### src/rtl/sid_pkg.sv
// Shared types and register-map constants for the SID envelope front end.
// Holds the voice config bundle, bus FSM states and address helpers.
package sid_pkg;

  localparam int NUM_VOICES_MAX = 3;

  localparam int REG_CTRL_OFS = 4;
  localparam int REG_AD_OFS   = 5;
  localparam int REG_SR_OFS   = 6;

  localparam logic [4:0] REG_ENV3 = 5'h1C;

  typedef struct packed {
    logic [3:0] atk;
    logic [3:0] dcy;
    logic [3:0] stn;
    logic [3:0] rls;
    logic       gate;
  } env_cfg_t;

  typedef enum logic {
    BUS_IDLE = 1'b0,
    BUS_RESP = 1'b1
  } bus_state_t;

  function automatic logic [4:0] reg_addr(
    input int v,
    input int ofs
  );
    return 5'(7 * v + ofs);
  endfunction

endpackage

### src/rtl/sid_tick_gen.sv
// Envelope tick divider: o_commit is high in the cycle before o_tick.
// Ports: clk, n_reset (sync, active low), o_commit, o_tick.
module sid_tick_gen #(
  parameter int CLK_DIV = 32
) (
  input  logic clk,
  input  logic n_reset,
  output logic o_commit,
  output logic o_tick
);

  localparam logic [15:0] CNT_LAST = 16'(CLK_DIV - 1);
  localparam logic [15:0] CNT_CMT  = 16'(CLK_DIV - 2);

  logic [15:0] r_cnt;
  logic        r_tick;

  assign o_commit = (r_cnt == CNT_CMT);
  assign o_tick   = r_tick;

  always_ff @(posedge clk) begin
    if (!n_reset) begin
      r_cnt  <= '0;
      r_tick <= 1'b0;
    end else begin
      r_cnt  <= (r_cnt == CNT_LAST) ? '0 : r_cnt + 16'd1;
      r_tick <= o_commit;
    end
  end

endmodule

### src/rtl/sid_env_ctrl.sv
// SID envelope register front end: bus decode, staging, tick-aligned commit.
// Ports: clk, n_reset, cs/we/addr/wdata/rdata/ready bus, env_* outputs, env_vol in.
module sid_env_ctrl
  import sid_pkg::*;
#(
  parameter int CLK_DIV    = 32,
  parameter int NUM_VOICES = 3
) (
  input  logic                      clk,
  input  logic                      n_reset,
  input  logic                      cs,
  input  logic                      we,
  input  logic [4:0]                addr,
  input  logic [7:0]                wdata,
  output logic [7:0]                rdata,
  output logic                      ready,
  output logic                      env_clk_en,
  output logic [NUM_VOICES*4-1:0]   env_atk,
  output logic [NUM_VOICES*4-1:0]   env_dcy,
  output logic [NUM_VOICES*4-1:0]   env_stn,
  output logic [NUM_VOICES*4-1:0]   env_rls,
  output logic [NUM_VOICES-1:0]     env_gate,
  input  logic [NUM_VOICES*8-1:0]   env_vol
);

  bus_state_t r_state;
  bus_state_t w_state_nxt;

  env_cfg_t [NUM_VOICES-1:0] r_stg;
  env_cfg_t [NUM_VOICES-1:0] r_cmt;
  env_cfg_t [NUM_VOICES-1:0] w_stg_nxt;
  env_cfg_t [NUM_VOICES-1:0] w_cmt_nxt;

  logic [NUM_VOICES-1:0] r_pend;
  logic [NUM_VOICES-1:0] w_set;

  logic [7:0] r_rdata;
  logic [7:0] w_rd_val;
  logic [7:0] w_env3;
  logic       w_acc;
  logic       w_wr;
  logic       w_commit;
  logic       w_tick;
  logic       w_unused_vol;

  sid_tick_gen #(
    .CLK_DIV (CLK_DIV)
  ) u_tick (
    .clk      (clk),
    .n_reset  (n_reset),
    .o_commit (w_commit),
    .o_tick   (w_tick)
  );

  assign env_clk_en   = w_tick;
  assign rdata        = r_rdata;
  assign w_unused_vol = ^env_vol;

  if (NUM_VOICES >= 3) begin : g_env3
    assign w_env3 = env_vol[23:16];
  end else begin : g_no_env3
    assign w_env3 = '0;
  end

  always_comb begin
    w_state_nxt = r_state;
    w_acc       = 1'b0;
    ready       = 1'b0;
    unique case (r_state)
      BUS_IDLE: begin
        if (cs) begin
          w_acc       = 1'b1;
          w_state_nxt = BUS_RESP;
        end
      end
      BUS_RESP: begin
        ready       = 1'b1;
        w_state_nxt = BUS_IDLE;
      end
      default: w_state_nxt = BUS_IDLE;
    endcase
  end

  assign w_wr     = w_acc & we;
  assign w_rd_val = (!we && addr == REG_ENV3) ? w_env3 : 8'h00;

  // Staged next-state feeds the commit directly so a write landing
  // in the commit cycle is part of that commit.
  always_comb begin
    w_stg_nxt = r_stg;
    w_set     = '0;
    for (int v = 0; v < NUM_VOICES; v++) begin
      if (w_wr) begin
        unique case (1'b1)
          (addr == reg_addr(v, REG_CTRL_OFS)): begin
            w_stg_nxt[v].gate = wdata[0];
            w_set[v]          = wdata[0] & ~r_stg[v].gate;
          end
          (addr == reg_addr(v, REG_AD_OFS)): begin
            w_stg_nxt[v].atk = wdata[7:4];
            w_stg_nxt[v].dcy = wdata[3:0];
          end
          (addr == reg_addr(v, REG_SR_OFS)): begin
            w_stg_nxt[v].stn = wdata[7:4];
            w_stg_nxt[v].rls = wdata[3:0];
          end
          default: ;
        endcase
      end
    end
  end

  // A gate rise since the last commit is held for one tick even if
  // the staged gate has already dropped again.
  always_comb begin
    w_cmt_nxt = w_stg_nxt;
    for (int v = 0; v < NUM_VOICES; v++) begin
      w_cmt_nxt[v].gate = w_stg_nxt[v].gate | r_pend[v] | w_set[v];
    end
  end

  always_ff @(posedge clk) begin
    if (!n_reset) begin
      r_state <= BUS_IDLE;
      r_rdata <= '0;
      r_stg   <= '0;
      r_cmt   <= '0;
      r_pend  <= '0;
    end else begin
      r_state <= w_state_nxt;
      r_stg   <= w_stg_nxt;
      if (w_acc) r_rdata <= w_rd_val;
      if (w_commit) begin
        r_cmt  <= w_cmt_nxt;
        r_pend <= w_set;
      end else begin
        r_pend <= r_pend | w_set;
      end
    end
  end

  for (genvar v = 0; v < NUM_VOICES; v++) begin : g_out
    assign env_atk[4*v +: 4] = r_cmt[v].atk;
    assign env_dcy[4*v +: 4] = r_cmt[v].dcy;
    assign env_stn[4*v +: 4] = r_cmt[v].stn;
    assign env_rls[4*v +: 4] = r_cmt[v].rls;
    assign env_gate[v]       = r_cmt[v].gate;
  end

endmodule

### config.mk
export PLATFORM = sky130hd
export DESIGN_NAME = sid_env_ctrl
export DESIGN_NICKNAME = d
export VERILOG_FILES = /design/src/rtl/sid_pkg.sv /design/src/rtl/sid_tick_gen.sv /design/src/rtl/sid_env_ctrl.sv
export SDC_FILE = /design/constraint.sdc
export NUM_CORES = 1
export LEC_CHECK = 0
export CAP_MARGIN = 40
export CORE_ASPECT_RATIO = 2
export CORE_UTILIZATION = 51
export CTS_BUF_LIST = sky130_fd_sc_hd__clkbuf_8 sky130_fd_sc_hd__clkbuf_16
export CTS_CLUSTER_SIZE = 28
export DETAILED_ROUTE_END_ITERATION = 7
export HOLD_SLACK_MARGIN = 0.03
export PLACE_DENSITY = 0.84
export RECOVER_POWER = 50
export SLEW_MARGIN = 15
export SYNTH_ARGS = -nofsm -noshare
export SYNTH_HDL_FRONTEND = slang
export SYNTH_SLANG_ARGS = --single-unit
### constraint.sdc
create_clock -name clk -period 1.8 [get_ports clk]
set_input_delay 0.36 -clock clk [delete_from_list [all_inputs] [get_ports clk]]
set_output_delay 0.36 -clock clk [all_outputs]
set_load 0.03 [all_outputs]
==> impl_metrics.toml <==
[outcome]
outcome = "complete, no violations"

[global_route]
antenna_found_initial = 0
grt_pass1_wl_um = 18700
first_global_vias = 3907
grt_usage = 0.244
use_met3 = 0.0593
overflow = 0
top_usage_layer = "met2"
met1_usage = 0.244
grt_max_degree = 72
grt_use_met2 = 0.437

[cells_and_area]
antennaDiodeCount = 0
final.fill_count = 724
final_core_util = 0.679
drive_gt1_frac = 0.114
final_cell_mix = "dfxtp_1, nor2b_1, mux2i_1"
layout_commonest_cell = "dfxtp_1"
area.growth.synth_to_final_pct = 28.9
final_nets = 626

[detailed_routing]
routed_via_density = 5.57
vias = 3899
drtAntennaViolNets = 0
drt_iter0_drc = 174
avgRoutedWirePerCell_um = 16.9
drc = 0
wirelength_um = 11800
dr.pass1.iters = 4

[die]
core_area_mm2 = 0.00938
start_util = 0.526
die_area_mm2 = 0.0101
pin_count = 102
die_x_um = 71.6
fp-row-count = 50
die_height_um = 141

[power]
p_per_area_mw_per_mm2 = 1040
p_switching_mw = 1.38
ir_worst_vdd_mv = 1.19
p_sw_frac = 0.209
comb_power_share = 0.034
power.leakage_nw = 2.72
p_seq_frac = 0.443
pwr-share-clk = 0.523
p_int_mw = 5.22

[clock_tree]
clk_pin_slew_worst_paths_ns = 0.05
clock_latency_ns = 0.41
htreeDepth = 4
cts_setup_buffers = 0
clock-sinks = 131
cts_buffers = 17
hold_buffers = 0
clk_path_buf_depth = 2
cts_tree = "done"
clockRootBuffer = "clkbuf_16"

[logic_synthesis]
syn_inst = 481
synth_top_family_by_area = "simple AND/OR/NAND/NOR gates"
synth_seq_cells = 131
synthSimpleGateAreaFrac = 0.168
syn_nets = 524
synth-compound-area-share = 0.123
async_flop_share = 0
ys_warn_count = 0
synth_xor_area_frac = 0.0248
muxShareOfSynthArea = 0.103
synth_edf_count = 0
synth_cell_types = 37
synth_adder_area_share = 0.00507
syn-cell-area_mm2 = 0.00494
synth_ff_type = "dfxtp_1"
ys_seq_area_frac = 0.531
syn_avg_cell_area_um2 = 10.3

[critical_path]
critical_path_arrival_ns = 1.41
max_stage_delay_ns = 0.68
crit_start = "env_gate[2]"
cp-start-kind = "flip-flop"
crit_path_max_fanout = 2
cp_cell_sequence = "clkdlybuf4s50_1"
cp_slowest_cell = "clkdlybuf4s50_1"
worstReg2RegStart = "u_tick.r_cnt[7]"
crit_family = "buffers and inverters"
worstPathRequired_ns = 1.44
setup.worst_path.class = "reg2out"
worst-path-buf-inv = 1
worst_setup_path_end_kind = "primary output"

[timing]
hold_violations = 0
tightest_slew_ns = 0.508
finalSetupViolCount = 0
period_needed_ns = 1.77
holdWs_ns = 0.441
slew_viol_final = 0
max_freq_mhz = 565
finalCritPeriodShare = 0.984
relSlewSlack = 0.658
finalClockSkew_ns = 0.00511

[hold_path]
hp-class = "in2reg"
worstHoldStart = "n_reset"

[place]
globalplace.congestion = 0.795
port_buffers = 85
dp_hpwl_um = 7820

[flow_run]
drv_cap = 0
-- flip-flops by register name, indices dropped and copies added, names as in the netlist, 8 cells and up --
signal and cells:
env_atk 12, r_stg 51, rdata 8, u_tick.r_cnt 16, env_rls 12, env_dcy 12
env_stn 12
-- path summary, 6_finish.rpt --
path	cells past startpoint	slack, ns	to
setup / recovery	1	0.03	env_gate[2]
hold / removal	4	0.44	env_dcy[4]
setup reg to reg	5	0.07	r_pend[2]
hold reg to reg	2	0.47	env_gate[1]
-- power by group through the flow --
| stage | Clock, mW | Sequential, mW | Combinational (mW) |
|---|---|---|---|
| 2_1_floorplan | 0 | 2.98 | 0.103 |
| 3_3_place_gp | 0 | 2.98 | 0.224 |
| 3_5_place_dp | 0 | 2.98 | 0.228 |
| 4_1_cts | 3.48 | 2.92 | 0.229 |
| 5_1_grt | 3.63 | 2.92 | 0.238 |
| 6_report | 3.45 | 2.92 | 0.225 |
-- cell usage after synthesis (4+ instances only) --
cell type  instances  area (µm²)
buf_6              7        78.8
clkbuf_1          14        52.6
buf_4              4        30.0
and2_1             8        50.1
nor2b_1           61         382
dfxtp_1          131        2620
o21ai_1            9        45.0
o21ai_0           43         215
a21oi_1           48         240
inv_1              8        30.0
nand3_1            7        35.0
nor3_1             4        20.0
nor2_1            16        60.1
nand4_1            7        43.8
mux2i_1           51         510
xor2_1             4        35.0
nor4_1             4        25.0
buf_2              5        25.0
xnor2_1           10        87.6
a22oi_1            8        60.1
-- stage by stage --
| step | instances | TNS, ns | worst slack [ns] | area, µm² | total power, mW |
|---|---|---|---|---|---|
| detailed placement | 668 | -20.83 | -0.335 | 6020 | 3.21 |
| floorplan | 481 | 0 | 0.276 | 4940 | 3.09 |
| global route | 700 | -0.00233 | -0.000887 | 6370 | 6.79 |
| global placement | 668 | -16.36 | -0.308 | 6020 | 3.21 |
| finish | 700 | 0 | 0.0296 | 6370 | 6.60 |
| CTS | 700 | 0 | 0.00314 | 6600 | 6.63 |
-- routing by layer --
layer / wire length (µm) / part of all wire
met5: 0 / 0
met2: 6330 / 0.54
met4: 671 / 0.057
met3: 406 / 0.034
met1: 4410 / 0.37
-- final cells by class --
type,count,area (µm²),area share
Timing Repair Buffer,114,903,0.142
Inverter,8,30.0,0.00472
Clock buffer,18,439,0.0690
Tap cell,104,130,0.0204
Clock inverter,14,163,0.0255
Multi-Input combinational cell,311,2080,0.327
Sequential cell,131,2620,0.412
-- cells by family (layout without fill, tap and decap cells) --
kind of cell             after synthesis  after routing
AO/OA/AOI/OAI                        114            114
XOR/XNOR                              14             14
adder cells (fa/ha/maj)                2              2
buffers and inverters                 39            154
flip-flops                           131            131
multiplexers                          51             51
AND/OR/NAND/NOR                      130            130
-- timing repair --
action / CTS / global route
setup endpoints to repair: 14 / 41
hold endpoints to repair: 0 / 0
resized for setup: 14 / 38
Power figures use the tool's default switching activity.
